==> src/rtl/demux_sched_pkg.sv <==
`default_nettype none
// ============================================================================
//  Module   : demux_sched_pkg
//  Brief    : Shared state encoding, destination count and index helpers
//             for the demux_sched round-robin demultiplexer.
//  Revision : 1.0  initial release
// ============================================================================
package demux_sched_pkg;

    localparam int NUM_DST = 4;
    localparam int SEL_W   = 2;

    typedef enum logic [0:0] {
        IDLE = 1'b0,
        SEND = 1'b1
    } state_t;

    // Destination indices wrap naturally from 3 to 0 in SEL_W bits.
    function automatic logic [SEL_W-1:0] next_dst(input logic [SEL_W-1:0] idx);
        return SEL_W'(idx + 1'b1);
    endfunction

endpackage
`default_nettype wire

==> src/rtl/demux_sched_dst_decode.sv <==
`default_nettype none
// ============================================================================
//  Module   : dst_decode
//  Brief    : 2-to-4 one-hot decoder with enable, drives per-destination valid.
//  Revision : 1.0  initial release
// ============================================================================
module dst_decode
    import demux_sched_pkg::*;
(
    input  logic               i_en,
    input  logic [SEL_W-1:0]   i_sel,
    output logic [NUM_DST-1:0] o_onehot
);

    for (genvar gi = 0; gi < NUM_DST; gi++) begin : g_dec
        assign o_onehot[gi] = i_en && (i_sel == SEL_W'(gi));
    end

endmodule
`default_nettype wire

==> src/rtl/demux_sched.sv <==
`default_nettype none
// ============================================================================
//  Module   : demux_sched
//  Brief    : Single-word round-robin demux to 4 destinations with optional
//             stall timeout / skip / drop (enabled by DEMUX_SCHED_TIMEOUT_EN).
//  Revision : 1.0  initial release
// ============================================================================
module demux_sched
    import demux_sched_pkg::*;
#(
    parameter int DW      = 8,
    parameter int TIMEOUT = 15
) (
    input  logic               clk,
    input  logic               rst,
    input  logic               in_valid,
    input  logic [DW-1:0]      in_data,
    output logic               in_ready,
    output logic [NUM_DST-1:0] out_valid,
    output logic [DW-1:0]      out_data,
    input  logic [NUM_DST-1:0] out_ready,
    output logic [SEL_W-1:0]   sel,
    output logic               drop
);

    state_t           r_state, w_state_nxt;
    logic [SEL_W-1:0] r_ptr, w_ptr_nxt;
    logic [SEL_W-1:0] r_sel, w_sel_nxt;
    logic [DW-1:0]    r_hold, w_hold_nxt;
    logic             w_ready_sel;
    logic             w_timeout;
    logic             w_last_skip;

    assign w_ready_sel = out_ready[r_sel];

    always_comb begin
        w_state_nxt = r_state;
        w_ptr_nxt   = r_ptr;
        w_sel_nxt   = r_sel;
        w_hold_nxt  = r_hold;
        case (r_state)
            IDLE: begin
                if (in_valid) begin
                    w_hold_nxt  = in_data;
                    w_sel_nxt   = r_ptr;
                    w_state_nxt = SEND;
                end
            end
            SEND: begin
                // A ready on the timeout cycle has priority over the skip.
                if (w_ready_sel) begin
                    w_ptr_nxt   = next_dst(r_sel);
                    w_state_nxt = IDLE;
                end else if (w_timeout) begin
                    if (w_last_skip) begin
                        w_ptr_nxt   = next_dst(r_sel);
                        w_state_nxt = IDLE;
                    end else begin
                        w_sel_nxt = next_dst(r_sel);
                    end
                end
            end
            default: w_state_nxt = IDLE;
        endcase
    end

    always_ff @(posedge clk or posedge rst) begin
        if (rst) begin
            r_state <= IDLE;
            r_ptr   <= '0;
            r_sel   <= '0;
            r_hold  <= '0;
        end else begin
            r_state <= w_state_nxt;
            r_ptr   <= w_ptr_nxt;
            r_sel   <= w_sel_nxt;
            r_hold  <= w_hold_nxt;
        end
    end

`ifdef DEMUX_SCHED_TIMEOUT_EN
    localparam logic [7:0] c_timeout_m1 = 8'(TIMEOUT - 1);

    logic [7:0]       r_wait, w_wait_nxt;
    logic [SEL_W-1:0] r_skip, w_skip_nxt;

    // r_wait counts stalled cycles already seen on the current destination.
    assign w_timeout   = (r_wait == c_timeout_m1);
    assign w_last_skip = (r_skip == SEL_W'(NUM_DST - 1));
    assign drop        = (r_state == SEND) && !w_ready_sel && w_timeout && w_last_skip;

    always_comb begin
        w_wait_nxt = r_wait;
        w_skip_nxt = r_skip;
        if (r_state == IDLE) begin
            if (in_valid) begin
                w_wait_nxt = '0;
                w_skip_nxt = '0;
            end
        end else if (!w_ready_sel) begin
            if (w_timeout) begin
                w_wait_nxt = '0;
                w_skip_nxt = SEL_W'(r_skip + 1'b1);
            end else begin
                w_wait_nxt = r_wait + 8'd1;
            end
        end
    end

    always_ff @(posedge clk or posedge rst) begin
        if (rst) begin
            r_wait <= '0;
            r_skip <= '0;
        end else begin
            r_wait <= w_wait_nxt;
            r_skip <= w_skip_nxt;
        end
    end
`else
    assign w_timeout   = 1'b0;
    assign w_last_skip = 1'b0;
    assign drop        = 1'b0;
`endif

    assign in_ready = (r_state == IDLE);
    assign out_data = r_hold;
    assign sel      = r_sel;

    dst_decode u_dst_decode (
        .i_en     (r_state == SEND),
        .i_sel    (r_sel),
        .o_onehot (out_valid)
    );

endmodule
`default_nettype wire

==> config.mk <==
export PLATFORM = sky130hd
export DESIGN_NAME = demux_sched
export DESIGN_NICKNAME = d
export VERILOG_FILES = /design/src/rtl/demux_sched_pkg.sv /design/src/rtl/demux_sched_dst_decode.sv /design/src/rtl/demux_sched.sv
export SDC_FILE = /design/constraint.sdc
export NUM_CORES = 1
export LEC_CHECK = 0
export ABC_CLOCK_PERIOD_IN_PS = 3700
export CAP_MARGIN = 20
export CORE_MARGIN = 2
export CORE_UTILIZATION = 30
export CTS_BUF_LIST = sky130_fd_sc_hd__clkbuf_8
export CTS_CLUSTER_SIZE = 20
export DETAILED_ROUTE_END_ITERATION = 12
export PLACE_DENSITY = 0.7
export SETUP_SLACK_MARGIN = 0.3
export SYNTH_ARGS = -nofsm -noshare
export SYNTH_HDL_FRONTEND = slang
export SYNTH_HIERARCHICAL = 1
export SYNTH_SLANG_ARGS = --single-unit
==> constraint.sdc <==
create_clock -name clk -period 3.7 [get_ports clk]
set_clock_uncertainty 0.05 [all_clocks]
set_input_delay 0.37 -clock clk [delete_from_list [all_inputs] [get_ports clk]]
set_output_delay 0.37 -clock clk [all_outputs]
set_load 0.02 [all_outputs]
# Yosys cells after proc, flatten, opt, wreduce, memory -nomap -nowiden
# Index checks and enable logic that the tools add are counted.
[totals] out_inout_bits=16 word_cells=26 regBits=13 input_bits=15
[op_classes] reduce_logical=8 order_cmp=1 n_bitwise=1 n_mux=7 n_eq_ne=4 add_sub_neg=1
[ops] cell="$reduce_and 2->1" n=3
[ops] cell="$eq 2x2->1 const B" n=2
[ops] cell="$logic_and 1x1->1" n=4
[ops] cell="$mux 2" n=2
[ops] cell="$lt 2x3->1 const B" n=1
[ops] cell="$mux 1" n=3
[ops] cell="$add 2x1->2 const B" n=1
[ops] cell="$bmux 1 s2" n=1
[ops] cell="$eq 2x1->1 const B" n=1
[ops] cell="$logic_not 2->1" n=1
[ops] cell="$ne 2x2->1 const B" n=1
[ops] cell="$pmux 1 s2" n=1
[ops] cell="$not 1->1" n=1

# Longest topological paths before layout
# Gate-level depths: netlist of run 1.
[depth] word_depth=4 mapped_depth=3 ltp_nobuf=3

# Hierarchy
# The synthesis of run 1 kept the hierarchy.
[modules_own_cells] mod="demux_sched" n_inst=1 area_each_um2=555.5 seq_area_each_um2=325.3 cells_each=40
[modules_own_cells] mod="dst_decode" n_inst=1 area_each_um2=37.5 seq_area_each_um2=0.0 cells_each=4

# Worst setup path after synthesis of run 1
# OpenSTA, ideal clock, no wires.
[synth_path] kind="reg-to-reg" from="reg r_sel[1], in the netlist sel[1]" to="reg r_ptr[1]" path_stages_with_launch=4 path_slack_ns=2.264 t_required_ns=3.525 path_buffers=0 synth_period_minus_slack_ns=1.436 setup_time_ns=0.125 arrival_ns=1.261 path_cell_list="dfrtp_1 > mux2i_1 > o22ai_2 > mux2_4"
[synth_via] elab_chain_cells=3 elab_cells_between_ends=4 cone_classes="add/sub: 1; mux: 2; reduce/logical: 1"
[synth_rtl] element="start, declared" line="demux_sched.sv:28" source="logic [SEL_W-1:0] r_sel, w_sel_nxt;"
[synth_rtl] element="start signal, assigned" line="demux_sched.sv:76" source="r_sel <= w_sel_nxt;"
[synth_rtl] element="$bmux 1 s2" line="demux_sched.sv:34" source="assign w_ready_sel = out_ready[r_sel];"
[synth_rtl] element="$mux 1 (not written as such)" line="demux_sched.sv:34"
[synth_rtl] element="$reduce_and 2->1 (no line)"
[synth_rtl] element="end signal, assigned" line="demux_sched.sv:75" source="r_ptr <= w_ptr_nxt;"
[synth_rtl] element="end, declared" line="demux_sched.sv:27" source="logic [SEL_W-1:0] r_ptr, w_ptr_nxt;"
# Parallel ways exist; a longest one is shown, timed or not. The select of a mux whose other input is x is not followed.
# A chain may end at the register's enable or synchronous reset.

# Worst setup path in the final report of run 1
[layout_path] from="reg r_sel[1], in the netlist sel[1]" to="out out_valid[3]"
[layout_via] elab_chain_cells=2
[layout_rtl] element="$eq 2x2->1" line="demux_sched_dst_decode.sv:16" source="assign o_onehot[gi] = i_en && (i_sel == SEL_W'(gi));"
[layout_rtl] element="$logic_and 1x1->1" line="demux_sched_dst_decode.sv:16"
[layout_rtl] element="end, declared" line="demux_sched.sv:19" source="output logic [NUM_DST-1:0] out_valid,"
# Every way passes these cells.

==> flow_metrics.tcl, run 1 <==
set metrics [dict create \
    status "finished clean" \
    critical_path_class "flop to output port" \
    cts_resized 0 \
    worstPathRequired_ns 3.28 \
    yosysSeqAreaShare_pct 54.9 \
    clk-insertion-delay-late_ns 0.24 \
    path_max_fanout 9 \
    ir_worst_vdd_mv 0.412 \
    cts_hold_repair.buffers 0 \
    numCtsBuffers 3 \
    cts-root-buf "clkbuf_8" \
    nNetsFinal 91 \
    power.leakage_uw 0.000405 \
    drive_above_1_share_pct 25.3 \
    cts.sinks 13 \
    critPathSlowestCell "clkdlybuf4s50_1" \
    tritoncts "built" \
    diodes 0 \
    cts-htree-levels 1 \
    pwr_density_cell_mw_per_mm2 904 \
    synth.top_cell.area_share_pct 54.9 \
    final_hold_viol_count 0 \
    setup_ws_ns 1.70 \
    pwr-share-seq_pct 32.6 \
    fillCellCount 183 \
    p_switching_uw 310 \
    p_int_uw 550 \
    grt_usage_pct 9.81 \
    crit_chain "and3_2 > clkdlybuf4s50_1" \
    worstMarginPinSlew_ns 0.838 \
    synth.avg_cell_area_um2 13.5 \
    cpLargestDelayFamily "buffers and inverters" \
    comb_power_share_pct 53.0 \
    dp_hpwl_um 877 \
    clk_pin_slew_ns 0.05 \
    cts_setup_buffers 0 \
    ys_types 18 \
    max-slew-margin-rel_pct 44.0 \
    fin_crit_ns 2.00 \
    antenna_found_initial 0 \
    cap_viol_max_count 0 \
    dieHeight_um 48.5 \
    grt_pass1_vias 417 \
    rsz0062_at_grt "false" \
    area_growth_syn_to_layout_pct 60.3 \
    drc 0 \
    die_area_mm2 0.00235 \
    setup-violations-final 0 \
    die_w_um 48.5 \
    grt_pass1_wl_um 1770 \
    critPathBufInv 1 \
    start_kind "flop" \
    grt_overflow 0 \
    avgRoutedWirePerCell_um 10.9 \
    io_buffers 29 \
    finalSetupTns_ns 0 \
    r2r_setup_slack_ns 1.99 \
    routed_via_density 4.22 \
    yosys_warnings 6 \
    ys_ff_latch 13 \
    netSwitchingFraction_pct 36.0 \
    fmax_mhz 499 \
    cts.path.max_buffers 2 \
    arrival_ns 1.58 \
    slew_violations 0 \
    wl_um 1110 \
    first_pass_iters 1 \
    finalCritPeriodShare_pct 54.1 \
    hold_class "input port to asynchronous set/reset pin" \
    netlist_instances 44 \
    io_pins 31 \
    max_stage_delay_ns 0.59 \
    synth_nets 59 \
    start_util_pct 30.9 \
    p_clk_share_pct 14.4 \
    grt_max_degree 14 \
    crit_path_end_kind "output port" \
    place_congestion 0.719 \
    yosysTopAreaCell "dfrtp_1" \
    finalPower_uw 860 \
    yosys-top-cells-area "dfrtp_1 (55%), mux2_2 (19%), mux2i_1 (3.4%)" \
    fin_util_pct 49.5 \
    first_iter_violations 0 \
    route.vias.total 430 \
    ant_nets 0 \
    place_ws_ns 1.56 \
    rows 16 \
    syn-cell-area_um2 593 \
    core_mm2 0.00192 \
]
==> through the flow <==
| stage | hold slack (ns) | cells | instance area (um2) |
|---|---|---|---|
| after detailed placement | 0.429 | 98 | 905 |
| after global routing | 0.441 | 102 | 951 |
| after CTS | 0.414 | 102 | 951 |
| after global placement | 0.433 | 98 | 905 |
| after floorplan | 0.197 | 44 | 593 |
| final | 0.402 | 102 | 951 |
==> registers in the layout, summed over array words and instances, names as in the netlist <==
signal / flops
out_data: 8
r_ptr: 2
sel: 2
r_state: 1
==> power groups by stage <==
stage / registers, uW / clock network [uW] / logic (uW)
CTS: 284 / 127 / 463
global route: 294 / 135 / 478
global placement: 283 / 0 / 453
finish: 281 / 124 / 456
floorplan: 344 / 0 / 198
detailed placement: 286 / 0 / 461
==> final cells by class <==
class	count	area, um2	area share, %
Clock buffer	3	41.3	4.34
Clock inverter	1	5.00	0.526
Inverter	2	7.51	0.789
Multi-Input combinational cell	27	248	26.1
Sequential cell	13	325	34.2
Tap cell	27	33.8	3.55
Timing Repair Buffer	29	290	30.5
==> worst paths after layout <==
check | startpoint | endpoint | depth (start not counted)
min | rst | out_data[2] | 2
min reg2reg | r_ptr[0] | r_ptr[0] | 1
max | sel[1] | out_valid[3] | 2
min in group clk | r_ptr[0] | r_ptr[0] | 1
max in group asynchronous | rst | r_ptr[1] | 2
max reg2reg | r_state | sel[1] | 2
==> cells in the final DEF, fill, tap and decap left out, drive strengths merged <==
| cell | n |
|---|---|
| clkinv | 1 |
| nor2 | 3 |
| nor3b | 1 |
| mux2i | 2 |
| xor2 | 1 |
| nand2 | 1 |
| o22ai | 1 |
| inv | 2 |
| conb | 1 |
| clkbuf | 3 |
| and3b | 2 |
| dfrtp | 13 |
| and3 | 1 |
| o22a | 1 |
| nand2b | 1 |
| mux2 | 11 |
| clkdlybuf4s50 | 29 |
| nor2b | 1 |
==> cells by family (layout without fill, tap and decap cells) <==
kind of cell	count (synthesis)	after routing	share of synthesized area, %
buffers and inverters	4	35	3.38
DFF	13	13	54.9
and+or+nand+nor	10	10	11.0
AOI/OAI and AO/OA	2	2	3.80
other	1	1	0.632
xor gates and xnor gates	1	1	1.48
muxes	13	13	24.9
==> metal layers <==
metal / GRT usage, % / share of wire [%] / vias to the layer above / routed length, um
met5: 0 / 0 / - / 0
met1: 11.6 / 44 / 198 / 493
li1: - / - / 211 / -
met3: 4.94 / 9.7 / 0 / 108
met2: 15.0 / 46 / 21 / 506
met4: 4.29 / 0 / 0 / 0
==> synthesized netlist by cell type <==
master / count
and3_2: 1
mux2_2: 10
mux2_4: 1
o22a_2: 1
buf_4: 1
buf_2: 1
nand2_1: 1
nor2b_1: 1
dfrtp_1: 13
nor3b_2: 1
xor2_1: 1
mux2i_1: 2
and3b_1: 2
conb_1: 1
o22ai_2: 1
nor2_1: 3
nand2b_1: 1
inv_1: 2
(Power assumes the default switching activity.)
==> run 2: changes to the inputs <==
- ABC_CLOCK_PERIOD_IN_PS: 3700 -> 2100
- clock period: 3.7 -> 2.1 ns (I/O delays scaled with it)
==> run 2 against run 1 <==
  * First-iteration DRC count is 1 higher
  * Design area increased by 2.0%
  * Non-clock buffer count increased by 2
  * Hold slack worse by 0.16 ns
  * Critical path depth did not move
  * Setup slack got worse by 1.3 ns
  * Final cell count rose by 2.0%
  * Utilization is 0.98 points higher
  * Combinational power rose by 79%
  * Sequential power up 79%
  * Sequential cell count unchanged
  * Sequential share of layout area fell by 0.28 points
  * Largest power group unchanged
==> flow_metrics.tcl, run 2 (synthesis gave the netlist of run 1 again) <==
set metrics [dict create \
    status "finished clean" \
    setup-violations-final 0 \
    max_stage_delay_ns 0.59 \
    area_growth_syn_to_layout_pct 63.5 \
    finalCritPeriodShare_pct 82.6 \
    grt_pass1_wl_um 1940 \
    cts_hold_repair.buffers 0 \
    avgRoutedWirePerCell_um 12.2 \
    io_pins 31 \
    r2r_setup_slack_ns 0.76 \
    finalSetupTns_ns 0 \
    grt_max_degree 14 \
    ff_latch_area_um2 329 \
    fin_util_pct 50.5 \
    die_area_mm2 0.00235 \
    dieHeight_um 48.5 \
    drive_above_1_share_pct 31.2 \
    numCtsBuffers 3 \
    hold_class "input port to asynchronous set/reset pin" \
    setup_ws_ns 0.365 \
    core_mm2 0.00192 \
    die_w_um 48.5 \
    rows 16 \
    layout_common_cells "clkdlybuf4s50_1 (26), mux2_2 (10), dfrtp_1 (10)" \
    start_util_pct 30.9 \
    start_kind "flop" \
    clk_pin_slew_ns 0.06 \
    cts.sinks 13 \
    crit_path_end_kind "output port" \
    route.vias.total 447 \
    first_pass_iters 2 \
    nNetsFinal 93 \
    tritoncts "built" \
    wl_um 1270 \
    critPathSlowestCell "clkdlybuf4s50_1" \
    fin_crit_ns 1.74 \
    slew_violations 0 \
    ant_nets 0 \
    dp_hpwl_um 938 \
    power.leakage_uw 0.000435 \
    largest_reg_flops 8 \
    crit_path_start "sel[1]" \
    fillCellCount 189 \
    r2r_start "sel[1]" \
    first_iter_violations 1 \
    r2r-end "r_ptr[1]" \
    reg2reg_depth 3 \
    diodes 0 \
    worstPathRequired_ns 1.84 \
    path_max_fanout 9 \
    pwr_density_cell_mw_per_mm2 1590 \
    routed_via_density 4.30 \
    grt_pass1_vias 402 \
    ir_worst_vdd_mv 0.791 \
    final_common_cell "clkdlybuf4s50_1" \
    cpLargestDelayFamily "buffers and inverters" \
    io_buffers 29 \
    critical_path_class "flop to output port" \
    cap_viol_max_count 0 \
    rsz0062_at_grt "false" \
    grt_usage_pct 11.1 \
    cts.path.max_buffers 2 \
    place_ws_ns 0.525 \
    place_congestion 0.672 \
    crit_chain "and3_2 > clkdlybuf4s50_1" \
    drc 0 \
    cts-htree-levels 1 \
    multi_input_area_um2 248 \
    grt_overflow 0 \
    antenna_found_initial 0 \
    clk-insertion-delay-late_ns 0.24 \
    arrival_ns 1.48 \
    final_hold_viol_count 0 \
    fmax_mhz 576 \
    critPathBufInv 1 \
    cts-root-buf "clkbuf_8" \
]
## run 2: changes by cell type in the layout (fill, tap and decap cells not counted), sizes merged
| cell | change |
|---|---|
| dlygate4sd2 | +2 |
| clkdlybuf4s50 | -3 |
| dlymetal6s2s | +1 |
| buf | +2 |
## run 2: layout make-up
type	instances	area share, %
tap	27	3.48
clock inverter	1	0.516
sequential	13	33.9
timing repair buffer	31	31.5
inverter	2	0.774
clock buffer	3	4.26
multi-input combinational	27	25.5
## run 2: worst reg2reg max path, delay by kind of cell (launching register included)
kind / cells / cell delay [ns]
AO/OA/AOI/OAI: 1 / 0.12
multiplexers: 2 / 0.61
flip-flops: 1 / 0.45
## run 2: how the worst max path moves through the flow
stage                         to  slack, ns  cells after the start
finish              out_valid[3]       0.36                      2
global route        out_valid[3]       0.31                      2
CTS                 out_valid[3]       0.28                      2
detailed placement  out_valid[3]       0.53                      2
global placement    out_valid[3]       0.55                      2
floorplan               r_ptr[1]       0.66                      3
## run 2: stage by stage
step	cells	hold slack [ns]	cell area, um2	total power, uW
global placement	100	0.428	920	1310
floorplan	44	0.0370	593	956
CTS	104	0.268	965	1560
global route	104	0.284	970	1640
finish	104	0.245	970	1540
detailed placement	100	0.435	920	1330
## run 2: layer usage
metal	GRT usage (%)	vias to the layer above	routed length (um)
li1	-	214	-
met1	12.3	214	532
met2	17.6	19	602
met3	8.02	0	132
met4	1.43	0	0
met5	0	-	0
## run 2: power breakdown
group / switching, uW / internal [uW]
registers: 116 / 388
logic: 357 / 457
clock network: 92.7 / 131
## run 2: timing repair
action,in CTS,in global routing
resized for setup,3,3
gates cloned,0,0
setup buffers,0,0
pin swaps,0,0
setup endpoints to repair,4,2
